[config.mk]
export PLATFORM = sky130hd
export DESIGN_NAME = alu_seq
export DESIGN_NICKNAME = d
export VERILOG_FILES = /design/src/rtl/alu_seq.sv
export SDC_FILE = /design/constraint.sdc
export NUM_CORES = 1
export LEC_CHECK = 0
export CORE_ASPECT_RATIO = 1.75
export CORE_UTILIZATION = 25
export CTS_CLUSTER_DIAMETER = 100
export CTS_CLUSTER_SIZE = 10
export DETAILED_ROUTE_END_ITERATION = 8
export GPL_ROUTABILITY_DRIVEN = 0
export PLACE_DENSITY = 0.44
export SYNTH_ARGS = -nofsm -noshare
export SYNTH_HDL_FRONTEND = slang
export SYNTH_SLANG_ARGS = --single-unit
[constraint.sdc]
create_clock -name clk -period 8.1 [get_ports clk]
set_clock_uncertainty 0.1 [all_clocks]
set_input_delay 1.62 -clock clk [delete_from_list [all_inputs] [get_ports clk]]
set_output_delay 1.62 -clock clk [all_outputs]
set_load 0.01 [all_outputs]
[src/rtl/alu_seq.sv]
// Sequenced EX-stage ALU: single-cycle ops return in one cycle, MULT/DIV iterate one bit per
// cycle into HI/LO. The controller stalls on in_ready / out_valid.
module alu_seq #(
  parameter int WIDTH = 32,
  parameter int SHW   = 5
) (
  input  logic             clk,
  input  logic             rst_n,
  input  logic             in_valid,
  output logic             in_ready,
  input  logic [WIDTH-1:0] a,
  input  logic [WIDTH-1:0] b,
  input  logic [4:0]       aluc,
  output logic             out_valid,
  input  logic             out_ready,
  output logic [WIDTH-1:0] r,
  output logic [WIDTH-1:0] hi,
  output logic [WIDTH-1:0] lo,
  output logic             zero,
  output logic             carry,
  output logic             negative,
  output logic             overflow,
  output logic             busy
);

  localparam logic [4:0] OP_ADD  = 5'h02, OP_SUBU = 5'h01, OP_SUB  = 5'h03;
  localparam logic [4:0] OP_AND  = 5'h04, OP_OR   = 5'h05, OP_XOR  = 5'h06, OP_NOR = 5'h07;
  localparam logic [4:0] OP_LUI0 = 5'h08, OP_LUI1 = 5'h09, OP_SLTU = 5'h0A, OP_SLT = 5'h0B;
  localparam logic [4:0] OP_SRA  = 5'h0C, OP_SRL  = 5'h0D, OP_SLL  = 5'h0E;
  localparam logic [4:0] OP_MULT = 5'h10, OP_MULTU = 5'h11, OP_DIV = 5'h12, OP_DIVU = 5'h13;
  localparam logic [4:0] OP_MFHI = 5'h14, OP_MFLO = 5'h15;
  localparam logic [SHW-1:0]   CNT_LAST = SHW'(WIDTH - 1);
  localparam logic [WIDTH-1:0] MIN_VAL  = {1'b1, {(WIDTH-1){1'b0}}};

  typedef enum logic [1:0] {S_IDLE, S_MUL, S_DIV, S_DONE} state_t;
  state_t state, state_nx;

  logic [WIDTH-1:0] acc_hi, acc_lo, opnd;
  logic [SHW-1:0]   cnt;
  logic             sgn, neg_q, neg_r, div_ovf;

  // Handshake: a transfer happens on a rising edge where valid and ready are both high;
  // out_valid and r/flags hold until out_ready, and in_ready is low until that result is taken.
  logic accept, is_mul_op, is_div_op, op_sgn;
  assign accept    = in_valid & in_ready;
  assign is_mul_op = (aluc == OP_MULT) | (aluc == OP_MULTU);
  assign is_div_op = (aluc == OP_DIV)  | (aluc == OP_DIVU);
  assign op_sgn    = (aluc == OP_MULT) | (aluc == OP_DIV);

  // ---------------- single-cycle datapath ----------------
  logic [WIDTH:0]   sum, diff;
  logic [SHW-1:0]   shamt, sh_m1, lsh_idx;
  logic             rsh_c, lsh_c;
  logic [WIDTH-1:0] sc_r;
  logic             sc_c, sc_v;

  assign sum     = {1'b0, a} + {1'b0, b};
  assign diff    = {1'b0, a} - {1'b0, b};
  assign shamt   = a[SHW-1:0];
  assign sh_m1   = shamt - SHW'(1);
  assign lsh_idx = SHW'(WIDTH) - shamt;
  assign rsh_c   = (shamt != '0) & b[sh_m1];
  assign lsh_c   = (shamt != '0) & b[lsh_idx];

  always_comb begin
    sc_r = sum[WIDTH-1:0];
    sc_c = sum[WIDTH];
    sc_v = (aluc == OP_ADD) & (a[WIDTH-1] == b[WIDTH-1]) & (sum[WIDTH-1] != a[WIDTH-1]);
    case (aluc)
      OP_SUBU, OP_SUB: begin
        sc_r = diff[WIDTH-1:0];
        sc_c = diff[WIDTH];
        sc_v = (aluc == OP_SUB) & (a[WIDTH-1] != b[WIDTH-1]) & (diff[WIDTH-1] != a[WIDTH-1]);
      end
      OP_AND:  begin sc_r = a & b;    sc_c = 1'b0; sc_v = 1'b0; end
      OP_OR:   begin sc_r = a | b;    sc_c = 1'b0; sc_v = 1'b0; end
      OP_XOR:  begin sc_r = a ^ b;    sc_c = 1'b0; sc_v = 1'b0; end
      OP_NOR:  begin sc_r = ~(a | b); sc_c = 1'b0; sc_v = 1'b0; end
      OP_LUI0, OP_LUI1: begin
        sc_r = {b[WIDTH/2-1:0], {(WIDTH/2){1'b0}}};
        sc_c = 1'b0; sc_v = 1'b0;
      end
      OP_SLTU: begin sc_r = {{(WIDTH-1){1'b0}}, diff[WIDTH]}; sc_c = 1'b0; sc_v = 1'b0; end
      OP_SLT: begin
        sc_r = {{(WIDTH-1){1'b0}}, $signed(a) < $signed(b)};
        sc_c = 1'b0; sc_v = 1'b0;
      end
      OP_SRA:  begin sc_r = $signed(b) >>> shamt; sc_c = rsh_c; sc_v = 1'b0; end
      OP_SRL:  begin sc_r = b >> shamt;           sc_c = rsh_c; sc_v = 1'b0; end
      OP_SLL:  begin sc_r = b << shamt;           sc_c = lsh_c; sc_v = 1'b0; end
      OP_MFHI: begin sc_r = hi; sc_c = 1'b0; sc_v = 1'b0; end
      OP_MFLO: begin sc_r = lo; sc_c = 1'b0; sc_v = 1'b0; end
      default: ;
    endcase
  end

  // ---------------- iterative datapath ----------------
  logic [WIDTH-1:0]   mul_add, step_hi, step_lo, fin_hi, fin_lo, quo, rem;
  logic [WIDTH:0]     mul_sum, div_tr, div_df;
  logic [2*WIDTH-1:0] prod, prod_n;
  logic               fin_v;
  logic [WIDTH-1:0]   mag_a, mag_b;

  assign mag_a   = (op_sgn & a[WIDTH-1]) ? -a : a;
  assign mag_b   = (op_sgn & b[WIDTH-1]) ? -b : b;
  assign mul_add = acc_lo[0] ? opnd : '0;
  assign mul_sum = {1'b0, acc_hi} + {1'b0, mul_add};
  assign div_tr  = {acc_hi, acc_lo[WIDTH-1]};
  assign div_df  = div_tr - {1'b0, opnd};

  always_comb begin
    if (state == S_MUL) begin
      step_hi = mul_sum[WIDTH:1];
      step_lo = {mul_sum[0], acc_lo[WIDTH-1:1]};
    end else if (!div_df[WIDTH]) begin
      step_hi = div_df[WIDTH-1:0];
      step_lo = {acc_lo[WIDTH-2:0], 1'b1};
    end else begin
      step_hi = div_tr[WIDTH-1:0];
      step_lo = {acc_lo[WIDTH-2:0], 1'b0};
    end
  end

  // Final result is formed from the last step directly, so out_valid rises WIDTH cycles after load.
  always_comb begin
    prod   = {step_hi, step_lo};
    prod_n = neg_q ? -prod : prod;
    quo    = neg_q ? -step_lo : step_lo;
    rem    = neg_r ? -step_hi : step_hi;
    if (state == S_MUL) begin
      fin_hi = prod_n[2*WIDTH-1:WIDTH];
      fin_lo = prod_n[WIDTH-1:0];
      fin_v  = sgn ? (fin_hi != {WIDTH{fin_lo[WIDTH-1]}}) : (fin_hi != '0);
    end else begin
      fin_hi = rem;
      fin_lo = (opnd == '0) ? '1 : quo;
      fin_v  = (opnd == '0) | div_ovf;
    end
  end

  // ---------------- FSM ----------------
  always_ff @(posedge clk or negedge rst_n) begin
    if (!rst_n) state <= S_IDLE;
    else        state <= state_nx;
  end

  always_comb begin
    state_nx = state;
    case (state)
      S_IDLE: if (accept) state_nx = is_mul_op ? S_MUL : (is_div_op ? S_DIV : S_DONE);
      S_MUL, S_DIV: if (cnt == CNT_LAST) state_nx = S_DONE;
      S_DONE: if (out_valid && out_ready) state_nx = S_IDLE;
      default: state_nx = S_IDLE;
    endcase
  end

  always_comb begin
    in_ready = rst_n & (state == S_IDLE) & ~out_valid;
    busy     = (state == S_MUL) | (state == S_DIV);
  end

  always_ff @(posedge clk or negedge rst_n) begin
    if (!rst_n) begin
      acc_hi <= '0; acc_lo <= '0; opnd <= '0; cnt <= '0;
      sgn <= 1'b0; neg_q <= 1'b0; neg_r <= 1'b0; div_ovf <= 1'b0;
      r <= '0; hi <= '0; lo <= '0; out_valid <= 1'b0;
      zero <= 1'b0; carry <= 1'b0; negative <= 1'b0; overflow <= 1'b0;
    end else if (state == S_IDLE && accept) begin
      if (is_mul_op || is_div_op) begin
        acc_hi  <= '0;
        acc_lo  <= mag_a;
        opnd    <= mag_b;
        cnt     <= '0;
        sgn     <= op_sgn;
        neg_q   <= op_sgn & (a[WIDTH-1] ^ b[WIDTH-1]);
        neg_r   <= op_sgn & a[WIDTH-1];
        div_ovf <= (aluc == OP_DIV) & (a == MIN_VAL) & (&b);
      end else begin
        r         <= sc_r;
        zero      <= (sc_r == '0);
        negative  <= sc_r[WIDTH-1];
        carry     <= sc_c;
        overflow  <= sc_v;
        out_valid <= 1'b1;
      end
    end else if (state == S_MUL || state == S_DIV) begin
      acc_hi <= step_hi;
      acc_lo <= step_lo;
      cnt    <= cnt + SHW'(1);
      if (cnt == CNT_LAST) begin
        hi        <= fin_hi;
        lo        <= fin_lo;
        r         <= fin_lo;
        zero      <= (fin_lo == '0);
        negative  <= fin_lo[WIDTH-1];
        carry     <= 1'b0;
        overflow  <= fin_v;
        out_valid <= 1'b1;
      end
    end else if (out_valid && out_ready) begin
      out_valid <= 1'b0;
    end
  end

endmodule

==> results of run 1 <==
per-layer routing:
metal  up-vias  track usage (%)  routed length (um)
met5         -          0.04274                  83
met4        10            28.77               20470
met3       741            7.073               15020
met2      2119            52.01               84910
met1     15960            32.36               61480
li1      14240                -                   -
final timing paths:
kind	end	from	slack, ns	cells past startpoint
max reg2reg	overflow$_DFFE_PN0P_	acc_lo[31]$_DFFE_PN0P_	0.50	28
min	r[26]$_DFFE_PN0P_	r[26]$_DFFE_PN0P_	0.40	1
max in group asynchronous	hi[11]$_DFFE_PN0P_	rst_n	4.98	3
max	overflow$_DFFE_PN0P_	acc_lo[31]$_DFFE_PN0P_	0.50	28
min in group asynchronous	r[7]$_DFFE_PN0P_	rst_n	0.85	1
min reg2reg	r[26]$_DFFE_PN0P_	r[26]$_DFFE_PN0P_	0.40	1
worst reg2reg max path, delay by kind of cell, from the launching register on:
kind / cells / cell delay [ns]
AND/OR/NAND/NOR: 9 / 2.34
buffers and inverters: 5 / 0.99
XOR/XNOR: 1 / 0.19
adder cells (fa/ha/maj): 3 / 0.87
AO/OA/AOI/OAI: 10 / 2.57
flip-flops: 1 / 0.41
cell usage in the layout, fill, tap and decap left out, drive strengths merged, types with 27 or more instances in the layout:
cell type      instances
buf                  178
inv                  176
ha                   172
mux4                  76
a22oi                 40
o21ai                320
clkdlybuf4s50        167
and3                  30
a21o                  46
nand4                 39
clkbuf                27
or3                   28
dfrtp                207
and2                  60
nand3                 80
a21oi                248
a31oi                 77
o22ai                 40
o211ai                55
nor3                 104
nor2                 378
o31ai                 43
nand2                446
a221oi                31
mux2i                 77
xor2                  42
nor4                  49
a211oi                35
xnor2                190
power groups by stage:
| stage | sequential [uW] | combinational (uW) | clock, uW |
|---|---|---|---|
| finish | 2000 | 11600 | 1030 |
| detailed placement | 2000 | 11200 | 0 |
| floorplan | 1740 | 6730 | 0 |
| CTS | 1980 | 11200 | 1050 |
| global placement | 2000 | 11200 | 0 |
| global route | 2030 | 12200 | 1070 |
flip-flops by register name (all words and copies together), names as in the netlist, 2 cells and up:
register and flops:
acc_hi 32, acc_lo 32, hi 32, lo 32, opnd 32, r 32
cnt 5, state 2
stage by stage:
stage               setup slack (ns)  utilization, %
global route                 0.06147           29.25
floorplan                      1.175               -
CTS                           0.6472           29.20
finish                        0.5018           29.26
global placement             -0.1212           28.63
detailed placement            0.5516           28.63
repair_timing:
item / in CTS / in global routing
setup endpoints to repair: 0 / 1
setup buffers: 0 / 0
resized for setup: 0 / 1
kinds of logic (layout without fill, tap and decap cells):
family | Yosys count | in the layout | synth area share [%]
simple gates | 1346 | 1346 | 22.37
buf+inv | 443 | 553 | 6.065
flops | 207 | 207 | 18.30
compound gates | 1220 | 1220 | 28.67
mux | 172 | 172 | 9.526
other cells | 0 | 8 | 0
xor+xnor | 232 | 232 | 7.179
fa+ha+maj | 176 | 176 | 7.886
final cells by class:
| type | instances | area share (%) |
|---|---|---|
| tap | 1485 | 5.640 |
| inverter | 180 | 2.062 |
| multi-input combinational | 3146 | 65.33 |
| timing repair buffer | 345 | 9.237 |
| antenna | 8 | 0.06077 |
| sequential | 207 | 15.73 |
| clock buffer | 27 | 1.888 |
| clock inverter | 1 | 0.04938 |
==> impl_results.md, run 1 <==
- Clock network fraction of total power: 7.0%
- First-pass GRT wire length: 253.3 mm
- Cell Area, Synth: 28,310 um^2
- Share of layout cells above drive strength 1: 9.831%
- Hold Crit Class: reg -> reg
- Max Slew Vio Count: 1
- Total I/O pin count: 176
- Initial antenna violation count: 14
- CP startpoint kind: flop
- PD cells: 444.5 nW/um^2
- Crit path capture type: flop
- Cell count after synthesis: 3,796
- Hold WS: 0.4044 ns
- Area taken by multi-input logic gates: 21,520 um^2
- Unrepaired setup endpoints after global routing: no
- Cell family with most CP delay: compound AO/OA/AOI/OAI gates
- Worst Path Buf+Inv: 5
- Final WL: 182.0 mm
- Crit Path Max Fanout: 8
- Core area: 112,600 um^2
- Post-synth EDFFs: 0
- Worst vdd ir: 0.2426 mV
- GRT overflow: 0
- P&R area growth vs syn: 16.38%
- Layout fillers: 12,420
- Comb pwr share: 79.3%
- DR vias: 33,070
- Max-slew headroom: -5.651%
- Worst-Margin Slew: 1.585 ns
- Ys Warns: 0
- Final Hold Fails: 0
- P_int: 5756 uW
- Clock sink count: 207
- Post-route minimum period: 7.598 ns
- Max-Cap Viols: 0
- H-tree level count: 1
- # placed instances: 5,360
- Sw frac: 60.69%
- FP Rows: 163
- Power consumption: 14,640 uW
- Clk buf depth: 3
- DRC Markers: 0
- Worst path max stage delay: 0.46 ns
- Cell taking the most area after synthesis: dfrtp_1
- Non-filler instance count after layout: 5,399
- NetSw: 8885 uW
- F_max: 131.6 MHz
- Register cell area after layout: 5181 um^2
- WP data required: 8.44 ns
- Vias in the first global route: 32,180
- Outcome: finished, violations left
- Yosys cell types: 106
- Clk_lat worst skew: 0.57 ns
- 1st-iter DRT viols: 3,668
- Die Width: 256.4 um
- Dpl hpwl: 143.8 mm
- Violated checks: max-slew violations
- Drt first pass iters: 8
- DIE AREA: 114,600 um^2
- DR WL/cell: 33.70 um
- Crit path kind: reg -> reg
- Most common cell in the netlist: nand2_1
- Synth Register Bits: 207
- CTS tree: built
- Top cells by count, synth: 446 x nand2_1, 378 x nor2_1, 316 x o21ai_0
- Top cell type's share of synthesized area: 18.30%
- Leakage: 0.01287 uW
- Buffers on Ports: 175
- Synth top area cells: dfrtp_1 18%, ha_1 7.6%, mux4_2 6.0%
- GRT Total Usage: 31.11%
- Fin Setup TNS: 0 ns
- Clock-pin slew on the worst setup and hold paths: 0.06 ns
- Pin count of the biggest net entering global routing: 78
- Mapped Avg Cell Area: 7.457 um^2
- Setup violators final: 0
- Critical Path AT: 7.93 ns
- Main flop type after synthesis: dfrtp_1
- Post-Syn Nets: 4,045
- Root buffer cell: clkbuf_16
- Post-route ant nets: 0
- Synth async-reset ratio: 100.0%
- Hold-fix buffer count after cts: 0
- Crit-path slowest cell: or4_1
- Final nets: 4,153
- Die Span Y: 447.1 um
- Vias per cell: 6.126
- Placed Area: 32,240 um^2
- Sequential area share after synthesis: 18.30%
- Initial Util: 25.14%
- CTS Buf Count: 24
- Final Cycle Share: 93.80%
- Fin area: 32,940 um^2
- Flop pwr share: 13.6%
(Power assumes the default switching activity.)
==> run 2: changes to the inputs <==
--- a/config.mk
+++ b/config.mk
@@ -12,6 +12,7 @@
 export DETAILED_ROUTE_END_ITERATION = 8
 export GPL_ROUTABILITY_DRIVEN = 0
 export PLACE_DENSITY = 0.44
+export SETUP_SLACK_MARGIN = 0.5
 export SYNTH_ARGS = -nofsm -noshare
 export SYNTH_HDL_FRONTEND = slang
 export SYNTH_SLANG_ARGS = --single-unit
==> run 2 against run 1 <==
Highest routed layer unchanged. Critical endpoint unchanged. Setup slack gained 0.30 ns. Power up 0.26%. Fmax up 4.1%. The run still ends with max-slew violations left. Hold slack improved by 0.0015 ns.
==> impl_results.md, run 2 (synthesized netlist as in run 1, its figures left out) <==
- Max-slew headroom: -9.130% (was -5.651%)
- Outcome: finished, violations left (unchanged)
- Vias per cell: 6.165 (was 6.126)
- Pin count of the biggest net entering global routing: 78 (unchanged)
- DIE AREA: 114,600 um^2 (unchanged)
- Drt first pass iters: 9 (was 8)
- Buffers on Ports: 175 (unchanged)
- Max-Cap Viols: 0 (unchanged)
- 1st-iter DRT viols: 3,581 (was 3,668)
- Dpl hpwl: 143.8 mm (unchanged)
- CTS tree: built (unchanged)
- Layout fillers: 12,410 (was 12,420)
- Worst-Margin Slew: 1.637 ns (was 1.585 ns)
- FP Rows: 163 (unchanged)
- Root buffer cell: clkbuf_16 (unchanged)
- Initial Util: 25.14% (unchanged)
- P&R area growth vs syn: 16.51% (was 16.38%)
- Unrepaired setup endpoints after global routing: no (unchanged)
- Final WL: 182.4 mm (was 182.0 mm)
- Critical Path AT: 7.63 ns (was 7.93 ns)
- Final nets: 4,153 (unchanged)
- Worst vdd ir: 0.2508 mV (was 0.2426 mV)
- Non-filler instance count after layout: 5,398 (was 5,399)
- Total I/O pin count: 176 (unchanged)
- Die Width: 256.4 um (unchanged)
- DR vias: 33,280 (was 33,070)
- Fin Setup TNS: 0 ns (unchanged)
- DR WL/cell: 33.79 um (was 33.70 um)
- Vias in the first global route: 32,180 (unchanged)
- GRT overflow: 0 (unchanged)
- H-tree level count: 1 (unchanged)
- Share of layout cells above drive strength 1: 9.985% (was 9.831%)
- Post-CTS setup buffers: 0 (unchanged)
- Clk buf depth: 3 (unchanged)
- Crit path capture type: flop (unchanged)
- Post-route ant nets: 0 (unchanged)
- First-pass GRT wire length: 253.3 mm (unchanged)
- Crit Path Max Fanout: 8 (unchanged)
- Setup violators final: 0 (unchanged)
- Core area: 112,600 um^2 (unchanged)
- Hold WS: 0.4059 ns (was 0.4044 ns)
- Final Hold Fails: 0 (unchanged)
- Hold Crit Class: reg -> reg (unchanged)
- Final Cycle Share: 90.10% (was 93.80%)
- Most frequent cells in the layout: 443 x nand2_1, 372 x nor2_1, 314 x o21ai_0, 247 x a21oi_1, 206 x dfrtp_1 (was 443 x nand2_1, 373 x nor2_1, 314 x o21ai_0, 247 x a21oi_1, 206 x dfrtp_1)
- Leakage: 0.01287 uW (about the same)
- CP startpoint kind: flop (unchanged)
- GRT Total Usage: 31.11% (unchanged)
- Die Span Y: 447.1 um (unchanged)
- Clk_lat worst skew: 0.57 ns (about the same)
- Post-route minimum period: 7.298 ns (was 7.598 ns)
- Clock sink count: 207 (unchanged)
- Max Slew Vio Count: 1 (unchanged)
- Violated checks: max-slew violations (unchanged)
- F_max: 137.0 MHz (was 131.6 MHz)
- Crit path kind: reg -> reg (unchanged)
- Initial antenna violation count: 14 (unchanged)
- CTS Buf Count: 24 (unchanged)
- Clock-pin slew on the worst setup and hold paths: 0.06 ns (about the same)
- WP data required: 8.44 ns (about the same)
- PD cells: 445.1 nW/um^2 (was 444.5 nW/um^2)
- Leading cell type in the layout, fill and taps excluded: nand2_1 (unchanged)
- # placed instances: 5,360 (unchanged)
- DRC Markers: 0 (unchanged)
## run 2: cell types whose count changed in the layout (fill, tap and decap cells not counted), sizes merged
cell	change
diode	-1
## run 2: per-stage QoR
stage	cell area (um^2)	setup WS (ns)	util, %	total power [uW]
global route	32960	0.5379	29.28	15300
finish	32980	0.8018	29.29	14680
floorplan	28310	1.175	-	8468
global placement	32230	-0.1212	28.63	13160
detailed placement	32240	0.5516	28.63	13150
CTS	32870	0.6472	29.20	14240
## run 2: metal layers
layer / routed length (um) / part of all wire (%) / global-route usage [%]
met2: 85110 / 47 / 52.01
met4: 20270 / 11 / 28.77
met1: 61720 / 34 / 32.36
met3: 15210 / 8.3 / 7.073
met5: 86 / 0.047 / 0.04274
## run 2: cell type report
type	instances	area, um^2	area share [%]
multi-input combinational	3146	21560	65.38
sequential	207	5181	15.71
timing repair buffer	345	3043	9.227
tap	1485	1858	5.634
inverter	180	679.4	2.060
clock buffer	27	621.8	1.886
antenna	7	17.52	0.05312
clock inverter	1	16.27	0.04932
## run 2: repair_timing
action	4_1_cts	5_1_grt
resized for setup	0	9
endpoints found under the setup margin	0	1
hold buffers	0	0
endpoints found under the hold margin	0	0
## run 2: path summary, 6_finish.rpt
check | endpoint | start | slack (ns) | cells after the start
max | overflow$_DFFE_PN0P_ | acc_lo[31]$_DFFE_PN0P_ | 0.80 | 22
min | r[26]$_DFFE_PN0P_ | r[26]$_DFFE_PN0P_ | 0.41 | 1
max reg2reg | overflow$_DFFE_PN0P_ | acc_lo[31]$_DFFE_PN0P_ | 0.80 | 22
min reg2reg | r[26]$_DFFE_PN0P_ | r[26]$_DFFE_PN0P_ | 0.41 | 1
max in group asynchronous | hi[11]$_DFFE_PN0P_ | rst_n | 4.97 | 3
min in group asynchronous | r[7]$_DFFE_PN0P_ | rst_n | 0.85 | 1
## run 2: report_power, final
part / internal [uW] / switching (uW) / total [uW]
clock: 537 / 492 / 1030
sequential: 1410 / 588 / 2000
combinational: 3820 / 7830 / 11700
total: 5760 / 8920 / 14700
## run 2: critical path: stages (launching register included)
cell,delay [ns]
dfrtp_1,0.40
clkinvlp_4,0.29
ha_2,0.32
inv_1,0.07
fa_1,0.27
a211oi_2,0.12
o211ai_2,0.26
nand3_4,0.16
a2111o_1,0.58
a31oi_4,0.27
nand3_4,0.13
buf_4,0.26
nor3_1,0.88
a2bb2oi_1,0.28
buf_4,0.21
nand2_1,0.10
o41ai_1,0.52
xor2_1,0.31
or4_4,0.61
a2111oi_2,0.37
o2111ai_1,0.19
o41ai_1,0.36
a21oi_1,0.08
